===== config.mk =====
export PLATFORM = sky130hd
export DESIGN_NAME = z4ml_serial_add_ctrl_flat
export DESIGN_NICKNAME = d
export VERILOG_FILES = /design/src/rtl/z4ml_serial_add_ctrl_if.sv /design/src/rtl/z4ml_serial_add_ctrl.sv /design/src/flat_wrapper.sv
export SDC_FILE = /design/constraint.sdc
export NUM_CORES = 1
export LEC_CHECK = 0
export ABC_AREA = 1
export CAP_MARGIN = 20
export CORE_MARGIN = 4
export CORE_UTILIZATION = 65
export DETAILED_ROUTE_END_ITERATION = 8
export DONT_BUFFER_PORTS = 1
export PLACE_DENSITY = 0.85
export SLEW_MARGIN = 10
export SYNTH_ARGS = -nofsm -noshare
export SYNTH_HDL_FRONTEND = slang
export SYNTH_SLANG_ARGS = --single-unit

===== constraint.sdc =====
create_clock -name clk -period 3.4 [get_ports clk]
set_input_delay 0.34 -clock clk [delete_from_list [all_inputs] [get_ports clk]]
set_output_delay 0.34 -clock clk [all_outputs]
set_load 0.01 [all_outputs]

===== src/rtl/z4ml_serial_add_ctrl_if.sv =====
// Request/result bundle between the requesting logic and the serial add controller.
// The master drives the operation; the slave returns the handshake and result.
interface z4ml_serial_add_ctrl_if #(
    parameter int unsigned NDIG = 4
);
    localparam int unsigned W = 3 * NDIG;

    logic         start;
    logic         sub;
    logic         cin;
    logic [W-1:0] op_a;
    logic [W-1:0] op_b;
    logic         busy;
    logic         done;
    logic [W-1:0] sum;
    logic         cout;
    logic         zero;

    modport master (
        output start, sub, cin, op_a, op_b,
        input  busy, done, sum, cout, zero
    );

    modport slave (
        input  start, sub, cin, op_a, op_b,
        output busy, done, sum, cout, zero
    );
endinterface


===== src/rtl/z4ml_serial_add_ctrl.sv =====
// Digit-serial multi-precision add/subtract sequencer around an external 3-bit adder slice.
// One 3-bit digit per cycle, LSB first, carry chained through a register.
module z4ml_serial_add_ctrl #(
    parameter int unsigned NDIG = 4
) (
    input  logic                    clk,
    input  logic                    rst_n,
    z4ml_serial_add_ctrl_if.slave   req,
    output logic [2:0]              add_a,
    output logic [2:0]              add_b,
    output logic                    add_cin,
    input  logic [2:0]              add_sum,
    input  logic                    add_cout
);
    localparam int unsigned W    = 3 * NDIG;
    localparam int unsigned IdxW = (NDIG > 1) ? $clog2(NDIG) : 1;
    localparam logic [IdxW-1:0] IdxLast = IdxW'(NDIG - 1);

    typedef enum logic [1:0] {
        StIdle,
        StRun,
        StDone
    } state_e;

    state_e          state_q, state_d;
    logic [IdxW-1:0] idx_q, idx_d;
    logic            carry_q, carry_d;
    logic [W-1:0]    a_q, a_d;
    logic [W-1:0]    b_q, b_d;
    logic [W-1:0]    sum_q, sum_d;
    logic            cout_q, cout_d;
    logic            zero_q, zero_d;
    logic [31:0]     dig_sh;
    logic            run;

    assign run    = (state_q == StRun);
    assign dig_sh = 32'(idx_q) * 32'd3;

    always_ff @(posedge clk) begin
        if (!rst_n) begin
            state_q <= StIdle;
            idx_q   <= '0;
            carry_q <= 1'b0;
            a_q     <= '0;
            b_q     <= '0;
            sum_q   <= '0;
            cout_q  <= 1'b0;
            zero_q  <= 1'b0;
        end else begin
            state_q <= state_d;
            idx_q   <= idx_d;
            carry_q <= carry_d;
            a_q     <= a_d;
            b_q     <= b_d;
            sum_q   <= sum_d;
            cout_q  <= cout_d;
            zero_q  <= zero_d;
        end
    end

    always_comb begin
        state_d = state_q;
        idx_d   = idx_q;
        carry_d = carry_q;
        a_d     = a_q;
        b_d     = b_q;
        sum_d   = sum_q;
        cout_d  = cout_q;
        zero_d  = zero_q;

        unique case (state_q)
            StIdle, StDone: begin
                // Result registers are left alone here so they hold until the first RUN write.
                if (req.start) begin
                    a_d     = req.op_a;
                    b_d     = req.sub ? ~req.op_b : req.op_b;
                    carry_d = req.sub ? 1'b1 : req.cin;
                    idx_d   = '0;
                    state_d = StRun;
                end else begin
                    state_d = StIdle;
                end
            end
            StRun: begin
                sum_d[dig_sh +: 3] = add_sum;
                carry_d            = add_cout;
                if (idx_q == IdxLast) begin
                    cout_d  = add_cout;
                    zero_d  = (sum_d == '0);
                    idx_d   = '0;
                    state_d = StDone;
                end else begin
                    idx_d = idx_q + IdxW'(1);
                end
            end
            default: state_d = StIdle;
        endcase
    end

    // Slice inputs come straight from registers and are quiet outside RUN.
    assign add_a   = run ? a_q[dig_sh +: 3] : 3'b000;
    assign add_b   = run ? b_q[dig_sh +: 3] : 3'b000;
    assign add_cin = run ? carry_q : 1'b0;

    assign req.busy = run;
    assign req.done = (state_q == StDone);
    assign req.sum  = sum_q;
    assign req.cout = cout_q;
    assign req.zero = zero_q;

    always_ff @(posedge clk) begin
        if (rst_n) begin
            assert (idx_q <= IdxLast)
            else $error("digit index out of range");
            assert (!(req.busy && req.done))
            else $error("busy and done overlap");
        end
    end
endmodule

===== src/flat_wrapper.sv =====
// flat-port wrapper written by rule: the top's interface ports become plain ports
module z4ml_serial_add_ctrl_flat 
#(
    parameter int unsigned NDIG = 4
)
  (clk, rst_n, add_a, add_b, add_cin, add_sum, add_cout, req_start, req_sub, req_cin, req_op_a, req_op_b, req_busy, req_done, req_sum, req_cout, req_zero);
  z4ml_serial_add_ctrl_if #(.NDIG(NDIG)) req_i ();
  input  logic clk;
  input  logic rst_n;
  output logic [2:0] add_a;
  output logic [2:0] add_b;
  output logic add_cin;
  input  logic [2:0] add_sum;
  input  logic add_cout;
  input wire logic [$bits(req_i.start)-1:0] req_start;
  input wire logic [$bits(req_i.sub)-1:0] req_sub;
  input wire logic [$bits(req_i.cin)-1:0] req_cin;
  input wire logic [$bits(req_i.op_a)-1:0] req_op_a;
  input wire logic [$bits(req_i.op_b)-1:0] req_op_b;
  output wire logic [$bits(req_i.busy)-1:0] req_busy;
  output wire logic [$bits(req_i.done)-1:0] req_done;
  output wire logic [$bits(req_i.sum)-1:0] req_sum;
  output wire logic [$bits(req_i.cout)-1:0] req_cout;
  output wire logic [$bits(req_i.zero)-1:0] req_zero;
  assign req_i.start = req_start;
  assign req_i.sub = req_sub;
  assign req_i.cin = req_cin;
  assign req_i.op_a = req_op_a;
  assign req_i.op_b = req_op_b;
  assign req_busy = req_i.busy;
  assign req_done = req_i.done;
  assign req_sum = req_i.sum;
  assign req_cout = req_i.cout;
  assign req_zero = req_i.zero;
  z4ml_serial_add_ctrl #(.NDIG(NDIG)) u_core (.clk(clk), .rst_n(rst_n), .req(req_i), .add_a(add_a), .add_b(add_b), .add_cin(add_cin), .add_sum(add_sum), .add_cout(add_cout));
endmodule

==> impl_metrics.py, run 1 <==
metrics = {
    "status": {
        "status": "completed",
    },
    "placement": {
        "routabilityCongestion": 0.886,
        "numPortBuffers": 0,
        "place_ws_ns": 1.36,
        "hpwlAfterDp_um": 3280,
        "dp_cells": 355,
    },
    "die": {
        "die_h_um": 66.7,
        "num_rows": 21,
        "initial_core_util_pct": 67.0,
        "io_pins": 56,
        "core_area_mm2": 0.00334,
        "die_x_um": 66.7,
        "dieArea_mm2": 0.00444,
    },
    "finish": {
        "nFillCells": 317,
        "diodes": 0,
        "drive_above_1_share_pct": 7.57,
        "final_util_pct": 68.8,
        "final_cell_mix": "73 x nor2_1, 43 x dfxtp_1, 38 x inv_1, 38 x o21ai_0, 36 x nand2_1",
        "fin_nets": 355,
        "final_common_cell": "nor2_1",
        "synthToLayoutAreaGrowth_pct": 2.68,
        "fin_cells": 363,
    },
    "pwr": {
        "ir_drop_mv": 0.402,
        "switching_share_pct": 28.5,
        "switchingPower_w": 0.000316,
        "power_density_mw_per_mm2": 481,
        "p_int_w": 0.000790,
        "leakage_nw": 1.03,
        "comb_power_share_pct": 17.5,
        "pwr-share-clk_pct": 30.2,
        "seqPwrFrac_pct": 52.3,
    },
    "global_route": {
        "grt_max_degree": 39,
        "antenna_found_initial": 0,
        "first_global_vias": 1832,
        "met3_usage_pct": 8.94,
        "use_met2_pct": 37.9,
        "track_usage_pct": 22.7,
        "grt_pass1_wl_um": 7800,
        "overflow": 0,
        "grt_use_met1_pct": 25.2,
        "busiest_layer": "met2",
    },
    "route": {
        "via_per_inst": 5.45,
        "postRouteAntennaNets": 0,
        "drt_pass1_iterations": 5,
        "num_vias": 1978,
        "drt_iter0_drc": 110,
        "drc": 0,
        "wirelength_um": 4640,
        "wire_per_inst_um": 12.8,
    },
    "critical_path": {
        "worst_setup_path_end_kind": "primary output",
        "cp_max_fo": 20,
        "start_kind": "flop",
        "required_ns": 3.06,
        "cp.arrival_ns": 1.89,
        "critPathKind": "reg -> out",
    },
    "timing": {
        "worstMarginPinSlew_ns": 0.524,
        "slew_headroom_pct": 65.0,
        "setup_viol": 0,
        "setup_tns_ns": 0,
        "clock-skew-final_ns": 0.0151,
        "period_share_pct": 65.5,
        "rsz0062_at_grt": "false",
        "min_period_ns": 2.23,
        "whs_ns": 0.0844,
        "final-hold-violation-count": 0,
        "drv_slew": 0,
        "setup_ws_ns": 1.17,
        "max_freq_mhz": 449,
    },
    "synthesis": {
        "ys_seq_area_share_pct": 38.5,
        "synth_area_mm2": 0.00224,
        "yosys.cell_types.count": 24,
        "ys.flop_type": "dfxtp_1",
        "synthCells": 325,
        "syn_nets": 364,
        "syn_area_per_cell_um2": 6.88,
        "ys_seq_elements": 43,
        "synthArstFlopShare_pct": 0,
        "yosys_warnings": 0,
        "synth_edf_count": 0,
    },
    "clocking": {
        "cts_root_buf": "clkbuf_4",
        "clock_path_buffers": 2,
        "clk_pin_slew_ns": 0.12,
        "holdBufCountCts": 0,
        "clock_sinks": 43,
        "htreeDepth": 2,
        "cts_resized": 0,
        "clock_latency_ns": 0.35,
        "cts_made_buffers": 5,
        "cts_tree": "yes",
        "postCtsSetupRepairBufs": 0,
    },
    "job": {
        "maxCapViolCount": 0,
    },
    "hold_path": {
        "hold_path_class": "in -> reg",
    },
}
-- registers in the layout, summed over array words and instances (netlist names) --
register and count:
u_core.a_q 12, u_core.idx_q 2, u_core.req.cout 1, u_core.b_q 12
u_core.carry_q 1, u_core.req.zero 1, u_core.req.sum 12, u_core.state_q 2
-- path summary, 6_finish.rpt --
kind | from | to | slack [ns] | depth (start not counted)
worst max-delay path | u_core.idx_q[0] | add_b[1] | 1.17 | 5
worst min-delay path | add_cout | u_core.req.cout | 0.08 | 2
worst max register to register | u_core.idx_q[0] | u_core.req.zero | 1.32 | 10
worst min register to register | u_core.carry_q | u_core.carry_q | 0.49 | 2
-- cells in the mapped netlist (3+ instances only) --
cell / instances / area [um^2]
buf_2: 10 / 50.1
inv_2: 5 / 18.8
xnor2_1: 12 / 105
nand2_2: 3 / 18.8
inv_1: 38 / 143
ha_1: 6 / 75.1
o21ai_0: 38 / 190
nor2_2: 4 / 25.0
nor2_1: 73 / 274
a21oi_1: 27 / 135
dfxtp_1: 43 / 861
o211ai_1: 9 / 67.6
nand3_1: 5 / 25.0
o21ai_1: 4 / 20.0
clkbuf_1: 4 / 15.0
nand2_1: 36 / 135
-- area by class of cell --
class | instances | area [um^2] | area share, %
clock buffers | 6 | 51.3 | 2.23
repair buffers | 1 | 7.51 | 0.327
flip-flops and latches | 43 | 861 | 37.5
multi-input cells | 222 | 1120 | 48.9
clock inverters | 2 | 35.0 | 1.53
well taps | 46 | 57.6 | 2.51
inverters | 43 | 161 | 7.03
-- cell families after synthesis --
| logic type | count (synthesis) | share of synthesized area (%) |
|---|---|---|
| simple gates | 123 | 22.7 |
| compound gates | 81 | 19.5 |
| fa+ha+maj | 6 | 3.36 |
| flops | 43 | 38.5 |
| xor+xnor | 12 | 4.70 |
| buf+inv | 60 | 11.3 |
-- worst max-delay path, cell delays in order (launching register included) --
cell     delay (ns)
dfxtp_1        0.33
buf_4          0.23
inv_1          0.27
a21oi_1        0.27
o21ai_0        0.14
a21oi_1        0.29
-- through the flow --
stage	total power, W	cell area (um^2)
2_1_floorplan	0.000757	2240
3_3_place_gp	0.000777	2210
3_5_place_dp	0.000781	2210
4_1_cts	0.00111	2300
5_1_grt	0.00118	2300
6_report	0.00111	2300
-- power groups by stage --
stage / Combinational [W] / Clock, W / Sequential [W]
after floorplan: 0.000176 / 0 / 0.000581
after global placement: 0.000189 / 0 / 0.000588
after detailed placement: 0.000192 / 0 / 0.000589
after CTS: 0.000195 / 0.000342 / 0.000577
after global routing: 0.000223 / 0.000370 / 0.000583
final: 0.000194 / 0.000334 / 0.000578
-- routing by layer --
layer  wire length (um)  up-vias  share of wire [%]
met3                383       13                8.3
met5                  0        -                  0
met2               2210       72                 48
met1               1940      889                 42
met4                109        0                2.3
li1                   -     1004                  -
Power figures use the tool's default switching activity.
==> run 2: changes to the inputs <==
Settings changed: CORE_UTILIZATION 65 to 56, PLACE_DENSITY 0.85 to 0.78.
Clock period 3.4 ns to 1.9 ns, I/O delays scaled along.
==> run 2 against run 1 <==
Non-clock buffer count rose by 5; flip-flop and latch count did not move; highest routed layer unchanged; critical endpoint is now u_core.req.zero; utilization down 5.9 points; total power up 94%; count of clock-buffer cells in the layout did not move; first-iteration DRC count did not move; global-route usage decreased by 3.2 points; register-to-register slack worse by 1.1 ns; sequential power up 78%; combinational power grew 85%.
==> impl_metrics.py, run 2 (synthesis results as in run 1) <==
metrics = {
    "status": {
        "status": "completed",
    },
    "finish": {
        "stdcell_area_mm2": 0.00237,
        "synthToLayoutAreaGrowth_pct": 6.15,
        "fin_nets": 360,
        "final_util_pct": 63.0,
        "fin_cells": 370,
        "register_area_um2": 861,
        "nFillCells": 357,
        "final_common_cell": "nor2_1",
        "drive_above_1_share_pct": 8.70,
        "final_cell_mix": "73 x nor2_1, 43 x dfxtp_1, 38 x inv_1, 38 x o21ai_0, 36 x nand2_1",
        "diodes": 0,
        "multi_input_area_mm2": 0.00112,
    },
    "critical_path": {
        "required_ns": 2.08,
        "start_kind": "flop",
        "cp_slowest_cell": "ha_1",
        "crit_family": "simple AND/OR/NAND/NOR gates",
        "worst_setup_path_end_kind": "flop",
        "cpPeakStageDelay_ns": 0.43,
        "rr_startpoint": "u_core.idx_q[1]",
        "cp_num_buf_inv": 1,
        "path_cells": "inv_1 -> ha_1 -> nand2_1 -> nor2_1 -> nand3_1 -> o21ai_0 -> nor2_1 -> nand3_1 -> a21oi_2",
        "critPathKind": "reg -> reg",
        "cp.arrival_ns": 1.86,
        "crit_start": "u_core.idx_q[1]",
        "cp_max_fo": 8,
    },
    "timing": {
        "slew_headroom_pct": 77.2,
        "min_period_ns": 1.68,
        "worstMarginPinSlew_ns": 0.341,
        "rsz0062_at_grt": "false",
        "final-hold-violation-count": 0,
        "clock-skew-final_ns": 0.00719,
        "drv_slew": 0,
        "setup_ws_ns": 0.221,
        "setup_tns_ns": 0,
        "setup_viol": 0,
        "period_share_pct": 88.3,
        "max_freq_mhz": 596,
    },
    "die": {
        "die_x_um": 71.2,
        "dieArea_mm2": 0.00507,
        "die_h_um": 71.2,
        "io_pins": 56,
        "initial_core_util_pct": 59.3,
        "num_rows": 22,
        "core_area_mm2": 0.00377,
    },
    "clocking": {
        "clock_sinks": 43,
        "htreeDepth": 2,
        "clock_latency_ns": 0.30,
        "clock_path_buffers": 2,
        "cts_root_buf": "clkbuf_8",
        "cts_made_buffers": 5,
        "cts_tree": "yes",
        "cts_resized": 0,
        "clk_pin_slew_ns": 0.09,
    },
    "job": {
        "maxCapViolCount": 0,
    },
    "route": {
        "wire_per_inst_um": 12.6,
        "wl_met3_um": 403,
        "dr_wl_met2_um": 2220,
        "postRouteAntennaNets": 0,
        "drc": 0,
        "via_per_inst": 5.26,
        "drt_iter0_drc": 110,
        "drt_pass1_iterations": 4,
        "num_vias": 1945,
        "met1Wirelength_um": 1960,
        "top_layer_used": "met4",
        "wirelength_um": 4650,
    },
    "pwr": {
        "seqPwrFrac_pct": 48.0,
        "power_density_mw_per_mm2": 903,
        "leakage_nw": 1.07,
        "ir_drop_mv": 0.528,
        "switchingPower_w": 0.000602,
        "p_int_w": 0.00154,
        "pwr-share-clk_pct": 35.3,
        "comb_power_share_pct": 16.7,
        "switching_share_pct": 28.1,
    },
    "placement": {
        "hpwlAfterDp_um": 3320,
        "placed_cell_area_mm2": 0.00224,
        "dp_cells": 361,
        "numPortBuffers": 0,
        "routabilityCongestion": 0.874,
        "place_ws_ns": 0.251,
    },
    "global_route": {
        "track_usage_pct": 19.4,
        "first_global_vias": 1740,
        "grt_pass1_wl_um": 7950,
        "antenna_found_initial": 0,
        "overflow": 0,
        "grt_max_degree": 37,
    },
    "hold_path": {
        "hold_path_class": "in -> reg",
        "hold_start": "rst_n",
    },
}
## run 2: per-layer routing
layer	GRT usage (%)	vias up
met3	8.95	9
met5	0	-
met4	5.64	0
met1	22.6	867
met2	31.8	53
li1	-	1016
## run 2: cell type report
class	instances	share of cell area [%]
clock buffer	6	3.48
clock inverter	2	1.63
inverter	43	6.80
multi-input combinational	222	47.3
sequential	43	36.2
tap	48	2.53
timing repair buffer	6	2.00
## run 2: power groups by stage
stage	Clock, W	Combinational, W	Sequential [W]
4_1_cts	0.000768	0.000361	0.00103
6_report	0.000758	0.000358	0.00103
3_3_place_gp	0	0.000349	0.00105
2_1_floorplan	0	0.000315	0.00104
3_5_place_dp	0	0.000355	0.00105
5_1_grt	0.000817	0.000416	0.00104
## run 2: final timing paths
kind / end / slack (ns) / depth (start not counted)
max: u_core.req.zero / 0.22 / 9
min: u_core.a_q[7] / 0.02 / 2
max reg2reg: u_core.req.zero / 0.22 / 9
min reg2reg: u_core.a_q[9] / 0.49 / 2
## run 2: through the flow
stage	total power [W]	hold slack, ns
2_1_floorplan	0.00136	0.293
3_3_place_gp	0.00140	0.300
3_5_place_dp	0.00141	0.302
4_1_cts	0.00216	0.00866
5_1_grt	0.00227	0.00773
6_report	0.00215	0.0210
## run 2: timing repair
action	in CTS	in global routing
hold endpoints to repair	1	0
hold buffers	1	0
setup endpoints to repair	0	0
buffers inserted	0	0
==> run 3: changes to the inputs <==
Clock period 1.9 ns to 1.4 ns, I/O delays scaled along.
==> run 3 against run 2 <==
The run now ends with hold timing, setup timing left; clock power grew 15%; maximum frequency grew 14%; combinational power grew 75%; highest routed layer unchanged; total power grew 35%.
==> impl_metrics.py, run 3 (synthesis results as in run 1) <==
metrics = {
    "critical_path": {
        "required_ns": 1.63,
        "critPathKind": "reg -> reg",
        "worst_setup_path_end_kind": "flop",
        "start_kind": "flop",
        "crit_family": "simple AND/OR/NAND/NOR gates",
        "cpPeakStageDelay_ns": 0.38,
        "cp_max_fo": 5,
        "cp.arrival_ns": 1.71,
        "crit_path_frequent_cell": "nand2_1",
        "path_cells": "inv_4 -> ha_4 -> nor2_2 -> nand2_1 -> nand2_1 -> nor2_1 -> nand2_1 -> nor2_1 -> nand3_1 -> a21oi_2",
        "cp_num_buf_inv": 1,
        "cp_slowest_cell": "dfxtp_4",
    },
    "finish": {
        "register_area_um2": 868,
        "final_cell_mix": "68 x nor2_1, 41 x dfxtp_1, 36 x inv_1, 34 x nand2_1, 27 x o21ai_0",
        "diodes": 0,
        "fin_nets": 375,
        "multi_input_area_mm2": 0.00125,
        "synthToLayoutAreaGrowth_pct": 18.0,
        "final_common_cell": "nor2_1",
        "nFillCells": 328,
        "drive_above_1_share_pct": 21.1,
        "stdcell_area_mm2": 0.00264,
    },
    "timing": {
        "rsz0062_at_grt": "true",
        "slew_headroom_pct": 78.3,
        "final-hold-violation-count": 28,
        "max_freq_mhz": 679,
        "whs_ns": -0.0344,
        "worstMarginPinSlew_ns": 0.325,
        "setup_tns_ns": -0.275,
        "setup_viol": 6,
        "setup_ws_ns": -0.0718,
        "period_share_pct": 105,
        "min_period_ns": 1.47,
        "clock-skew-final_ns": 0.00222,
        "drv_slew": 0,
    },
    "clocking": {
        "clock_latency_ns": 0.29,
        "cts_made_buffers": 5,
        "cts_root_buf": "clkbuf_8",
        "holdBufCountCts": 1,
        "clock_sinks": 43,
        "cts_tree": "yes",
        "htreeDepth": 2,
        "clock_path_buffers": 2,
        "clk_pin_slew_ns": 0.08,
    },
    "global_route": {
        "grt_pass1_wl_um": 8830,
        "first_global_vias": 1992,
        "antenna_found_initial": 0,
        "grt_max_degree": 37,
        "overflow": 0,
        "track_usage_pct": 21.4,
    },
    "die": {
        "io_pins": 56,
        "dieArea_mm2": 0.00507,
        "die_h_um": 71.2,
        "initial_core_util_pct": 59.3,
        "core_area_mm2": 0.00377,
        "num_rows": 22,
        "die_x_um": 71.2,
    },
    "hold_path": {
        "hold_path_class": "in -> reg",
    },
    "route": {
        "drt_iter0_drc": 127,
        "wire_per_inst_um": 13.4,
        "num_vias": 2021,
        "drc": 0,
        "drt_pass1_iterations": 4,
        "wirelength_um": 5180,
        "via_per_inst": 5.25,
        "postRouteAntennaNets": 0,
    },
    "pwr": {
        "power_density_mw_per_mm2": 1100,
        "leakage_nw": 1.15,
        "ir_drop_mv": 0.803,
    },
    "placement": {
        "routabilityCongestion": 0.829,
        "placed_cell_area_mm2": 0.00235,
        "numPortBuffers": 0,
        "hpwlAfterDp_um": 3640,
    },
    "status": {
        "failed_checks": "hold timing, setup timing",
        "status": "finished with violations",
    },
    "job": {
        "maxCapViolCount": 0,
    },
}
==> run 3: report_power, final <==
| group | switching (W) | leakage [nW] | internal [W] |
|---|---|---|---|
| clock | 0.000422 | 0.0505 | 0.000449 |
| combinational | 0.000358 | 0.744 | 0.000270 |
| sequential | 0.0000819 | 0.357 | 0.00132 |
| total | 0.000862 | 1.15 | 0.00204 |
==> run 3: what timing repair did <==
action / in CTS / in global routing
hold endpoints to repair: 34 / 21
pin swaps: 7 / 13
gates resized for setup: 20 / 28
buffers inserted: 2 / 2
endpoints found under the setup margin: 8 / 16
==> run 3: worst reg2reg max path, stage by stage (launching register included) <==
cell and delay [ns]:
dfxtp_4 0.38, inv_4 0.07, ha_4 0.31, nor2_2 0.05, nand2_1 0.07, nand2_1 0.06
nor2_1 0.12, nand2_1 0.07, nor2_1 0.08, nand3_1 0.09, a21oi_2 0.11
==> run 3: layer usage <==
metal / up-vias / part of all wire [%] / GRT usage (%)
met1: 905 / 42 / 25.3
met5: - / 0 / 0
li1: 1050 / - / -
met2: 56 / 49 / 36.4
met4: 0 / 1.9 / 7.10
met3: 10 / 7.6 / 7.10
==> run 3: path summary, 6_finish.rpt <==
path	from	endpoint	slack [ns]	depth (start not counted)
worst max-delay path	u_core.idx_q[0]	u_core.req.zero	-0.07	10
worst min-delay path	rst_n	u_core.state_q[0]	-0.03	1
worst max register to register	u_core.idx_q[0]	u_core.req.zero	-0.07	10
worst min register to register	u_core.carry_q	u_core.carry_q	0.49	2
==> run 3: final cells by class <==
class	instances	share of cell area, %
repair buffers	21	7.21
flip-flops and latches	43	32.9
well taps	48	2.28
clock inverters	1	0.284
inverters	43	6.31
clock buffers	7	3.65
multi-input cells	222	47.4
==> run 3: stage by stage <==
step           util, %  instances  setup slack [ns]  power, W
6_report          70.0        385           -0.0718   0.00290
5_1_grt           70.0        385            -0.183   0.00307
4_1_cts           67.0        383           -0.0689   0.00286
3_5_place_dp      62.3        372           -0.0628   0.00196
3_3_place_gp      62.3        372           -0.0328   0.00195
2_1_floorplan        -        325            -0.152   0.00186
